### src/rtl/imm_gen_pipe_pkg.sv
`default_nettype none
// ============================================================================
// Module   : imm_gen_pipe_pkg
// Purpose  : Shared types and constants for the decode-stage immediate
//            generator: the 3-bit immediate format encoding, the RV opcode
//            constants and an opcode-to-format helper used when the
//            IMM_OPCODE_DECODE_EN build option is defined.
// Revision : 1.0 - initial release
// ============================================================================
package imm_gen_pipe_pkg;

    typedef enum logic [2:0] {
        FMT_I   = 3'b000,
        FMT_S   = 3'b001,
        FMT_B   = 3'b010,
        FMT_J   = 3'b011,
        FMT_U   = 3'b100,
        FMT_Z   = 3'b101,
        FMT_SH  = 3'b110,
        FMT_ILL = 3'b111
    } fmt_e;

    localparam logic [6:0] c_OP_IMM    = 7'b0010011;
    localparam logic [6:0] c_OP_LOAD   = 7'b0000011;
    localparam logic [6:0] c_OP_JALR   = 7'b1100111;
    localparam logic [6:0] c_OP_STORE  = 7'b0100011;
    localparam logic [6:0] c_OP_BRANCH = 7'b1100011;
    localparam logic [6:0] c_OP_JAL    = 7'b1101111;
    localparam logic [6:0] c_OP_LUI    = 7'b0110111;
    localparam logic [6:0] c_OP_AUIPC  = 7'b0010111;
    localparam logic [6:0] c_OP_SYSTEM = 7'b1110011;

    // Opcode/funct3 to immediate format. Shift-immediates (funct3 001/101 of
    // OP-IMM) carry a shamt rather than a signed immediate; CSR*I forms
    // (funct3[2] set) carry a 5-bit zero-extended uimm.
    function automatic fmt_e decode_fmt(input logic [6:0] opcode,
                                        input logic [2:0] funct3);
        fmt_e f;
        case (opcode)
            c_OP_IMM:    f = (funct3 == 3'b001 || funct3 == 3'b101) ? FMT_SH : FMT_I;
            c_OP_LOAD,
            c_OP_JALR:   f = FMT_I;
            c_OP_STORE:  f = FMT_S;
            c_OP_BRANCH: f = FMT_B;
            c_OP_JAL:    f = FMT_J;
            c_OP_LUI,
            c_OP_AUIPC:  f = FMT_U;
            c_OP_SYSTEM: f = funct3[2] ? FMT_Z : FMT_I;
            default:     f = FMT_ILL;
        endcase
        return f;
    endfunction

endpackage
`default_nettype wire

### src/rtl/imm_gen_pipe_imm_extract.sv
`default_nettype none
// ============================================================================
// Module   : imm_extract
// Purpose  : Purely combinational immediate extraction. Given the upper
//            instruction bits and a format code, produce the XLEN-wide
//            extended immediate and an illegal flag (imm forced to 0 when
//            illegal).
// Ports    : i_instr   [31:7]   instruction bits (opcode field not needed)
//            i_fmt     fmt_e    format to apply
//            o_imm     [XLEN]   extended immediate
//            o_illegal          format illegal or field invalid
// Revision : 1.0 - initial release
// ============================================================================
module imm_extract
    import imm_gen_pipe_pkg::*;
#(
    parameter int XLEN = 32
) (
    input  logic [31:7]     i_instr,
    input  fmt_e            i_fmt,
    output logic [XLEN-1:0] o_imm,
    output logic            o_illegal
);

    // Every format fits in 32 bits, so build a 32-bit value first and widen
    // it once, either sign- or zero-extending. For XLEN=64 this also gives
    // the U format its bit-31 sign extension.
    logic [31:0] w_imm32;
    logic        w_sext;

    always_comb begin
        w_imm32   = '0;
        w_sext    = 1'b1;
        o_illegal = 1'b0;
        case (i_fmt)
            FMT_I:  w_imm32 = {{20{i_instr[31]}}, i_instr[31:20]};
            FMT_S:  w_imm32 = {{20{i_instr[31]}}, i_instr[31:25], i_instr[11:7]};
            FMT_B:  w_imm32 = {{19{i_instr[31]}}, i_instr[31], i_instr[7],
                               i_instr[30:25], i_instr[11:8], 1'b0};
            FMT_J:  w_imm32 = {{11{i_instr[31]}}, i_instr[31], i_instr[19:12],
                               i_instr[20], i_instr[30:21], 1'b0};
            FMT_U:  w_imm32 = {i_instr[31:12], 12'b0};
            FMT_Z: begin
                w_imm32 = {27'b0, i_instr[19:15]};
                w_sext  = 1'b0;
            end
            FMT_SH: begin
                w_sext = 1'b0;
                // A 6-bit shamt is only meaningful on a 64-bit datapath.
                if (XLEN == 32 && i_instr[25]) begin
                    o_illegal = 1'b1;
                end else begin
                    w_imm32 = {26'b0, i_instr[25:20]};
                end
            end
            default: o_illegal = 1'b1;
        endcase
    end

    assign o_imm = w_sext ? XLEN'($signed(w_imm32)) : XLEN'(w_imm32);

endmodule
`default_nettype wire

### src/rtl/imm_gen_pipe.sv
`default_nettype none
// ============================================================================
// Module   : imm_gen_pipe
// Purpose  : Registered decode-stage immediate generator with a two-entry
//            skid buffer (output + skid register) on a valid/ready stream.
//            Produces extended immediate, PC-relative target, applied format
//            and illegal flag one cycle after acceptance, plus a saturating
//            count of accepted illegal beats.
// Build    : IMM_OPCODE_DECODE_EN - when defined the format is decoded from
//            in_instr[6:0] (and funct3) and in_imm_src is ignored.
// Ports    : clk, rst (sync, active-high)
//            in_valid/in_ready, in_instr[31:0], in_imm_src[2:0], in_pc[XLEN]
//            out_valid/out_ready, out_imm, out_target, out_pc, out_fmt,
//            out_illegal, illegal_cnt[CNT_W]
// Revision : 1.0 - initial release
// ============================================================================
module imm_gen_pipe
    import imm_gen_pipe_pkg::*;
#(
    parameter int XLEN  = 32,
    parameter int CNT_W = 16
) (
    input  logic             clk,
    input  logic             rst,
    input  logic             in_valid,
    output logic             in_ready,
    input  logic [31:0]      in_instr,
    input  logic [2:0]       in_imm_src,
    input  logic [XLEN-1:0]  in_pc,
    output logic             out_valid,
    input  logic             out_ready,
    output logic [XLEN-1:0]  out_imm,
    output logic [XLEN-1:0]  out_target,
    output logic [XLEN-1:0]  out_pc,
    output logic [2:0]       out_fmt,
    output logic             out_illegal,
    output logic [CNT_W-1:0] illegal_cnt
);

    generate
        if (XLEN != 32 && XLEN != 64) begin : g_bad_xlen
            $error("imm_gen_pipe: XLEN must be 32 or 64");
        end
    endgenerate

    // ------------------------------------------------------------------
    // Format selection
    // ------------------------------------------------------------------
    fmt_e w_fmt;
    logic w_unused;

`ifdef IMM_OPCODE_DECODE_EN
    assign w_fmt    = decode_fmt(in_instr[6:0], in_instr[14:12]);
    assign w_unused = &{1'b0, in_imm_src, 1'b0};
`else
    assign w_fmt    = fmt_e'(in_imm_src);
    assign w_unused = &{1'b0, in_instr[6:0], 1'b0};
`endif

    // ------------------------------------------------------------------
    // Input-side computation (imm, target) ahead of the registers
    // ------------------------------------------------------------------
    logic [XLEN-1:0] w_imm;
    logic            w_illegal;
    logic [XLEN-1:0] w_target;

    imm_extract #(
        .XLEN (XLEN)
    ) u_imm_extract (
        .i_instr   (in_instr[31:7]),
        .i_fmt     (w_fmt),
        .o_imm     (w_imm),
        .o_illegal (w_illegal)
    );

    // Illegal beats have imm forced to 0, so target collapses to pc.
    assign w_target = in_pc + w_imm;

    // ------------------------------------------------------------------
    // Skid buffer
    // ------------------------------------------------------------------
    logic             r_out_valid;
    logic [XLEN-1:0]  r_out_imm;
    logic [XLEN-1:0]  r_out_target;
    logic [XLEN-1:0]  r_out_pc;
    logic [2:0]       r_out_fmt;
    logic             r_out_illegal;

    logic             r_skid_valid;
    logic [XLEN-1:0]  r_skid_imm;
    logic [XLEN-1:0]  r_skid_target;
    logic [XLEN-1:0]  r_skid_pc;
    logic [2:0]       r_skid_fmt;
    logic             r_skid_illegal;

    logic [CNT_W-1:0] r_illegal_cnt;

    logic w_accept;
    logic w_out_free;
    logic w_cnt_inc;

    // in_ready depends only on the skid register, never on out_ready.
    assign in_ready   = !r_skid_valid;
    assign w_accept   = in_valid && !r_skid_valid;
    // Output register can take a new value: empty or draining this edge.
    assign w_out_free = !r_out_valid || out_ready;
    assign w_cnt_inc  = w_accept && w_illegal && (r_illegal_cnt != {CNT_W{1'b1}});

    always_ff @(posedge clk) begin
        if (rst) begin
            r_out_valid    <= 1'b0;
            r_out_imm      <= '0;
            r_out_target   <= '0;
            r_out_pc       <= '0;
            r_out_fmt      <= '0;
            r_out_illegal  <= 1'b0;
            r_skid_valid   <= 1'b0;
            r_skid_imm     <= '0;
            r_skid_target  <= '0;
            r_skid_pc      <= '0;
            r_skid_fmt     <= '0;
            r_skid_illegal <= 1'b0;
            r_illegal_cnt  <= '0;
        end else begin
            if (w_out_free) begin
                // Skid can only hold a beat while the output is also valid,
                // and in that state nothing is accepted, so the two loads
                // below never compete.
                if (r_skid_valid) begin
                    r_out_valid   <= 1'b1;
                    r_out_imm     <= r_skid_imm;
                    r_out_target  <= r_skid_target;
                    r_out_pc      <= r_skid_pc;
                    r_out_fmt     <= r_skid_fmt;
                    r_out_illegal <= r_skid_illegal;
                    r_skid_valid  <= 1'b0;
                end else if (w_accept) begin
                    r_out_valid   <= 1'b1;
                    r_out_imm     <= w_imm;
                    r_out_target  <= w_target;
                    r_out_pc      <= in_pc;
                    r_out_fmt     <= w_fmt;
                    r_out_illegal <= w_illegal;
                end else begin
                    r_out_valid   <= 1'b0;
                end
            end else if (w_accept) begin
                r_skid_valid   <= 1'b1;
                r_skid_imm     <= w_imm;
                r_skid_target  <= w_target;
                r_skid_pc      <= in_pc;
                r_skid_fmt     <= w_fmt;
                r_skid_illegal <= w_illegal;
            end

            if (w_cnt_inc) begin
                r_illegal_cnt <= r_illegal_cnt + 1'b1;
            end
        end
    end

    assign out_valid   = r_out_valid;
    assign out_imm     = r_out_imm;
    assign out_target  = r_out_target;
    assign out_pc      = r_out_pc;
    assign out_fmt     = r_out_fmt;
    assign out_illegal = r_out_illegal;
    assign illegal_cnt = r_illegal_cnt;

endmodule
`default_nettype wire
### config.mk
export PLATFORM = sky130hd
export DESIGN_NAME = imm_gen_pipe
export DESIGN_NICKNAME = d
export VERILOG_FILES = /design/src/rtl/imm_gen_pipe_pkg.sv /design/src/rtl/imm_gen_pipe_imm_extract.sv /design/src/rtl/imm_gen_pipe.sv
export SDC_FILE = /design/constraint.sdc
export NUM_CORES = 1
export LEC_CHECK = 0
export CORE_MARGIN = 10
export CORE_UTILIZATION = 48
export DETAILED_ROUTE_END_ITERATION = 8
export GPL_ROUTABILITY_DRIVEN = 0
export GPL_TIMING_DRIVEN = 0
export PLACE_DENSITY = 0.73
export SLEW_MARGIN = 20
export SYNTH_ARGS = -nofsm -noshare
export SYNTH_HDL_FRONTEND = slang
export SYNTH_SLANG_ARGS = --single-unit
### constraint.sdc
create_clock -name clk -period 7.2 [get_ports clk]
set_input_delay 1.8 -clock clk [delete_from_list [all_inputs] [get_ports clk]]
set_output_delay 1.8 -clock clk [all_outputs]
set_load 0.01 [all_outputs]
# Yosys cells after proc, flatten, opt, wreduce, memory -nomap -nowiden

Cells that the tools add are included.

Register bits after elaboration: 218
Output and inout port bits: 118
Word-level logic and storage cells: 51

Add/sub/neg operators: 2
Equal/unequal tests: 7
Muxes and demuxes: 16
Bitwise operators: 1
Reduce and logical (&&, ||, !) cells: 12

Operators by type and width:

| cell                    | count |
|---|---|
| $pmux W32 S7            | 1 |
| $mux W32                | 6 |
| $add A32 B32 Y32        | 1 |
| $add A16 B1 Y16 const B | 1 |
| $ne A16 B16 Y1 const B  | 1 |
| $eq A3 B3 Y1 const B    | 3 |
| $eq A3 B2 Y1 const B    | 2 |
| $mux W3                 | 2 |
| $reduce_or A6 Y1        | 1 |
| $mux W1                 | 5 |
| $mux W5                 | 1 |
| $reduce_and A2 Y1       | 2 |
| $eq A3 B1 Y1 const B    | 1 |
| $logic_and A1 B1 Y1     | 3 |
| $logic_not A3 Y1        | 1 |
| $logic_not A1 Y1        | 2 |
| $pmux W1 S2             | 1 |
| $reduce_bool A2 Y1      | 1 |
| $reduce_or A2 Y1        | 1 |
| $logic_or A1 B1 Y1      | 1 |
| $not A1 Y1              | 1 |

# Logic depth before layout (Yosys ltp)

Depth in word-level cells: 5
Depth in mapped cells: 16
Mapped depth without buffers: 15

# By module

Synthesis repeated with hierarchy kept, for this count alone.

Cell total of the unflattened synthesis: 1338
Area total of the unflattened synthesis: 10944.2 sq um

Modules (own cells, without submodules):

| module       | times used | cells each | area each (sq um) | sequential area each (sq um) |
|---|---|---|---|---|
| imm_gen_pipe | 1          | 1254       | 10347.4           | 4364.2 |
| imm_extract  | 1          | 84         | 596.8             | 0.0 |

# Worst setup path after synthesis

Ideal clock, no wire load.

Path kind: input port to flip-flop
Start point: input port in_imm_src[1]
End point: register r_out_target[31], in the netlist out_target[31]
Data arrival time: 4.867 ns
Path slack: 2.195 ns
Stages on the path: 14
Path buffers: 1
Cells stage by stage: clkbuf_1 -> xor2_1 -> o32ai_1 -> a222oi_1 -> inv_1 -> ha_1 -> a21oi_1 -> nand4b_1 -> a21oi_2 -> nor3_4 -> o21bai_4 -> or4_1 -> nand3_1 -> o221ai_1

Cells in the longest elaborated chain, start to end: 5

Ends and longest elaborated chain:

| item                                       | line                           | source |
|---|---|---|
| from (decl)                                | imm_gen_pipe.sv:28             | `input logic [2:0] in_imm_src,` |
| $eq A3 B3 Y1, or another cell as far along | imm_gen_pipe_imm_extract.sv:35 | `case (i_fmt)` |
| $pmux W32 S7 (*)                           | imm_gen_pipe_imm_extract.sv:35 |  |
| via u_imm_extract.o_imm[1]                 | imm_gen_pipe_imm_extract.sv:21 | `output logic [XLEN-1:0] o_imm,` |
| $add A32 B32 Y32 (*)                       | imm_gen_pipe.sv:77             | `assign w_target = in_pc + w_imm;` |
| $mux W32 (*)                               | imm_gen_pipe.sv:137            | `end else if (w_accept) begin` |
| $mux W32 (*)                               | imm_gen_pipe.sv:129            | `if (r_skid_valid) begin` |
| to (signal assigned)                       | imm_gen_pipe.sv:132            | `r_out_target <= r_skid_target;` |
| to (signal assigned)                       | imm_gen_pipe.sv:140            | `r_out_target <= w_target;` |
| to (decl)                                  | imm_gen_pipe.sv:84             | `logic [XLEN-1:0] r_out_target;` |

Mark *: on every way through the listed nets, which the timed path passes. The rest lies on a longest branch. The select of a mux whose other input is x is not followed.
A chain may end at the register's enable or synchronous reset.

# Final worst setup path

Ends and elaborated chain as after synthesis.

==> impl_metrics.tcl <==
set metrics [dict create \
    post_cts_buffers 0 \
    hold-path-cell-count 2 \
    ys_seq_area_frac 0.398 \
    ant_nets 0 \
    finalWorstSetupSlack_ns 0.880 \
    fmax_ghz 0.158 \
    first_pass_iters 7 \
    num_vias 11200 \
    final_area_mm2 0.0140 \
    crit_path_max_fanout 10 \
    worstPathCellList "clkdlybuf4s50_1 > clkbuf_1 > xor2_1 > o32ai_1 > a222oi_1 > inv_1 > ha_1 > a21o_1 > a21oi_4 > a21oi_2 > nor3_4 > o21bai_4 > or4_1 > nand3_1 > o221ai_1" \
    io_buffer_count 181 \
    max_slew.worst_pin.slew_ns 1.10 \
    grt_max_degree 14 \
    wl_per_cell_um 20.2 \
    switchingPower_uw 958 \
    min_to "out_imm[19]$_SDFFE_PP0P_" \
    via_per_inst 5.90 \
    finalNetCount 1695 \
    ys_seq_elements 218 \
    cts_sinks 218 \
    p_int_uw 2310 \
    endpoint_kind "flop" \
    syn_area_mm2 0.0110 \
    async_flop_share 0 \
    fp-row-count 55 \
    regArea_mm2 0.00436 \
    cp_slowest_stage_delay_ns 0.97 \
    htreeDepth 1 \
    multi_input_area_mm2 0.00602 \
    antenna_cells 0 \
    die_area_mm2 0.0293 \
    syn_avg_cell_area_um2 7.94 \
    slew_violations 0 \
    routed_wl_um 38100 \
    grt_pass1_wl_um 57600 \
    finalSetupViolCount 0 \
    die_h_um 171 \
    initialDrtViolationCount 1164 \
    power_per_cell_area_mw_per_mm2 234 \
    hold_violations 0 \
    slew_headroom 0.261 \
    clockRootBuffer "clkbuf_16" \
    grt_usage 0.249 \
    critPathLaunchType "input pin" \
    hp-start "out_imm[19]$_SDFFE_PP0P_" \
    dp_slack_ns 0.557 \
    hpwlAfterDp_um 29100 \
    clkPwrFrac 0.387 \
    fin_tns_setup_ns 0 \
    synth_edf_count 0 \
    numCtsBuffers 24 \
    holdBufCountCts 0 \
    arrival_ns 6.70 \
    p_leak_uw 0.00530 \
    r2r_cells 7 \
    worstSetupPathType "in2reg" \
    period_minus_slack_ns 6.32 \
    postCtsResizedCells 0 \
    share_comb_of_total_power 0.212 \
    min_path_type "reg2reg" \
    reg2reg_from "out_valid$_SDFFE_PP0P_" \
    ys_types 75 \
    pin_count 189 \
    fillers 2028 \
    syn_inst 1383 \
    fin_skew_ns 0.0229 \
    core_mm2 0.0226 \
    rr_endpoint "out_target[16]$_SDFFE_PP0P_" \
    grt_pass1_vias 10400 \
    slowest_stage "a222oi_1" \
    syn_to_final_growth_pct 27.2 \
    drc_errors 0 \
    r2r_setup_slack_ns 4.27 \
    clockBufferDepth 3 \
    clkTransAtPathRegs_ns 0.06 \
    fin_crit_sh 0.878 \
    initial_core_util 0.486 \
    drive_gt1_frac 0.0473 \
    die_width_um 171 \
    final_util 0.619 \
    synth_flop_cell "dfxtp_1" \
    irDropWorstVdd_mv 0.136 \
    dpl_cell_area_mm2 0.0132 \
    ys_warn_count 0 \
    total_power_uw 3270 \
    cts_tree "done" \
    rsz0062_at_grt "no" \
    swShare 0.293 \
    syn_nets 1487 \
    status "complete, no violations" \
    power_frac_seq 0.401 \
    cp_data_required_time_ns 7.58 \
    max_cap_violations 0 \
    clk_latency_ns 0.53 \
    overflow 0 \
    antenna_found_initial 0 \
]
sequential cells by signal, indices dropped and copies added, names as in the netlist:
name,flops
r_skid_imm,32
out_imm,32
r_skid_pc,32
out_target,32
r_skid_target,32
out_valid,1
r_skid_fmt,3
out_pc,32
r_skid_valid,1
out_illegal,1
out_fmt,3
illegal_cnt,16
r_skid_illegal,1
logic make-up after synthesis:
family	count (synthesis)	synth area share
adders and majority gates	33	0.0383
xor gates and xnor gates	41	0.0327
and+or+nand+nor	502	0.196
muxes	53	0.0484
DFF	218	0.398
buffers and inverters	139	0.0541
AOI/OAI and AO/OA	397	0.233
through the flow:
stage                     hold slack, ns  std cells
after detailed placement           0.442       1850
after global routing               0.471       1892
after global placement             0.441       1849
after CTS                          0.450       1892
final                              0.448       1892
after floorplan                    0.432       1383
power groups by stage:
stage | clock (uW) | combinational [uW] | sequential (uW)
after CTS | 1270 | 683 | 1310
final | 1270 | 694 | 1310
after detailed placement | 0 | 676 | 1340
after global routing | 1320 | 745 | 1320
after floorplan | 0 | 368 | 1350
after global placement | 0 | 670 | 1340
synth_stat cells (4+ instances only):
master    count  area (um2)
a211oi_1     75         563
a21o_1       17         128
a21oi_1     166         831
a222oi_1      4        40.0
a311oi_1      6        52.6
a31oi_1      11        68.8
and2_1        5        31.3
and3_1       15        93.8
buf_1         4        15.0
buf_2         5        25.0
buf_6         6        67.6
clkbuf_1     89         334
dfxtp_1     218        4360
ha_1         32         400
inv_1        31         116
mux2i_1      52         521
nand2_1     248         931
nand2b_1      7        43.8
nand3_1      24         120
nand4_1      14        87.6
nor2_1      136         510
nor2b_1      14        87.6
nor3_1       21         105
o211ai_1     15         113
o21ai_0      46         230
o22a_1        8        70.1
o22ai_1       7        43.8
o31ai_1       4        30.0
or3_1         4        25.0
xnor2_1      19         166
xor2_1       22         193
per-layer routing:
metal  share of wire  GRT usage  vias to the layer above
met5               0          0                        -
met4           0.039      0.101                        0
met3            0.11     0.0559                       91
met2            0.45      0.395                      549
met1            0.41      0.321                     5233
li1                -          -                     5281
worst max path at each step:
| stage | startpoint | to | slack [ns] | depth (start not counted) |
|---|---|---|---|---|
| final | in_imm_src[1] | out_target[31]$_SDFFE_PP0P_ | 0.88 | 15 |
| after global routing | in_imm_src[1] | out_target[31]$_SDFFE_PP0P_ | 0.76 | 15 |
| after CTS | in_imm_src[1] | out_target[31]$_SDFFE_PP0P_ | 1.07 | 15 |
| after detailed placement | in_imm_src[1] | out_target[31]$_SDFFE_PP0P_ | 0.56 | 15 |
| after global placement | in_imm_src[1] | out_target[31]$_SDFFE_PP0P_ | 0.58 | 15 |
| after floorplan | in_imm_src[1] | out_target[31]$_SDFFE_PP0P_ | 2.20 | 14 |
layout make-up:
cell class | instances | share of cell area
multi-input cells | 1026 | 0.431
flip-flops and latches | 218 | 0.312
repair buffers | 182 | 0.130
clock buffers | 33 | 0.0504
plain buffers | 108 | 0.0342
well taps | 285 | 0.0255
inverters | 31 | 0.00833
clock inverters | 9 | 0.00797
layout by cell type (no fill, tap or decap), types with 7 or more instances in the layout:
cell type        netlist  routed
o22a_1                 8       8
inv_1                 31      31
nand2b_1               7       7
a31oi_1               11      11
mux2i_1               52      52
o211ai_1              15      15
xor2_1                22      22
clkbuf_1              89      91
nor3_1                21      21
nand4_1               14      14
xnor2_1               19      19
a21oi_1              166     166
o21ai_0               46      46
a211oi_1              75      75
nand3_1               24      24
a21o_1                17      17
nor2b_1               14      14
and3_1                15      15
dfxtp_1              218     218
o22ai_1                7       7
nand2_1              248     248
ha_1                  32      32
nor2_1               136     136
clkdlybuf4s50_1        0     181
clkbuf_16              0      24
clkbuf_8               1       8
critical path: cells and delay by family:
kind,cells,cell delay (ns)
XOR/XNOR,1,0.22
buffers and inverters,3,1.15
adder cells (fa/ha/maj),1,0.40
AND/OR/NAND/NOR,3,1.17
AO/OA/AOI/OAI,7,1.94
No activity file was read; power rests on OpenSTA's default activity.
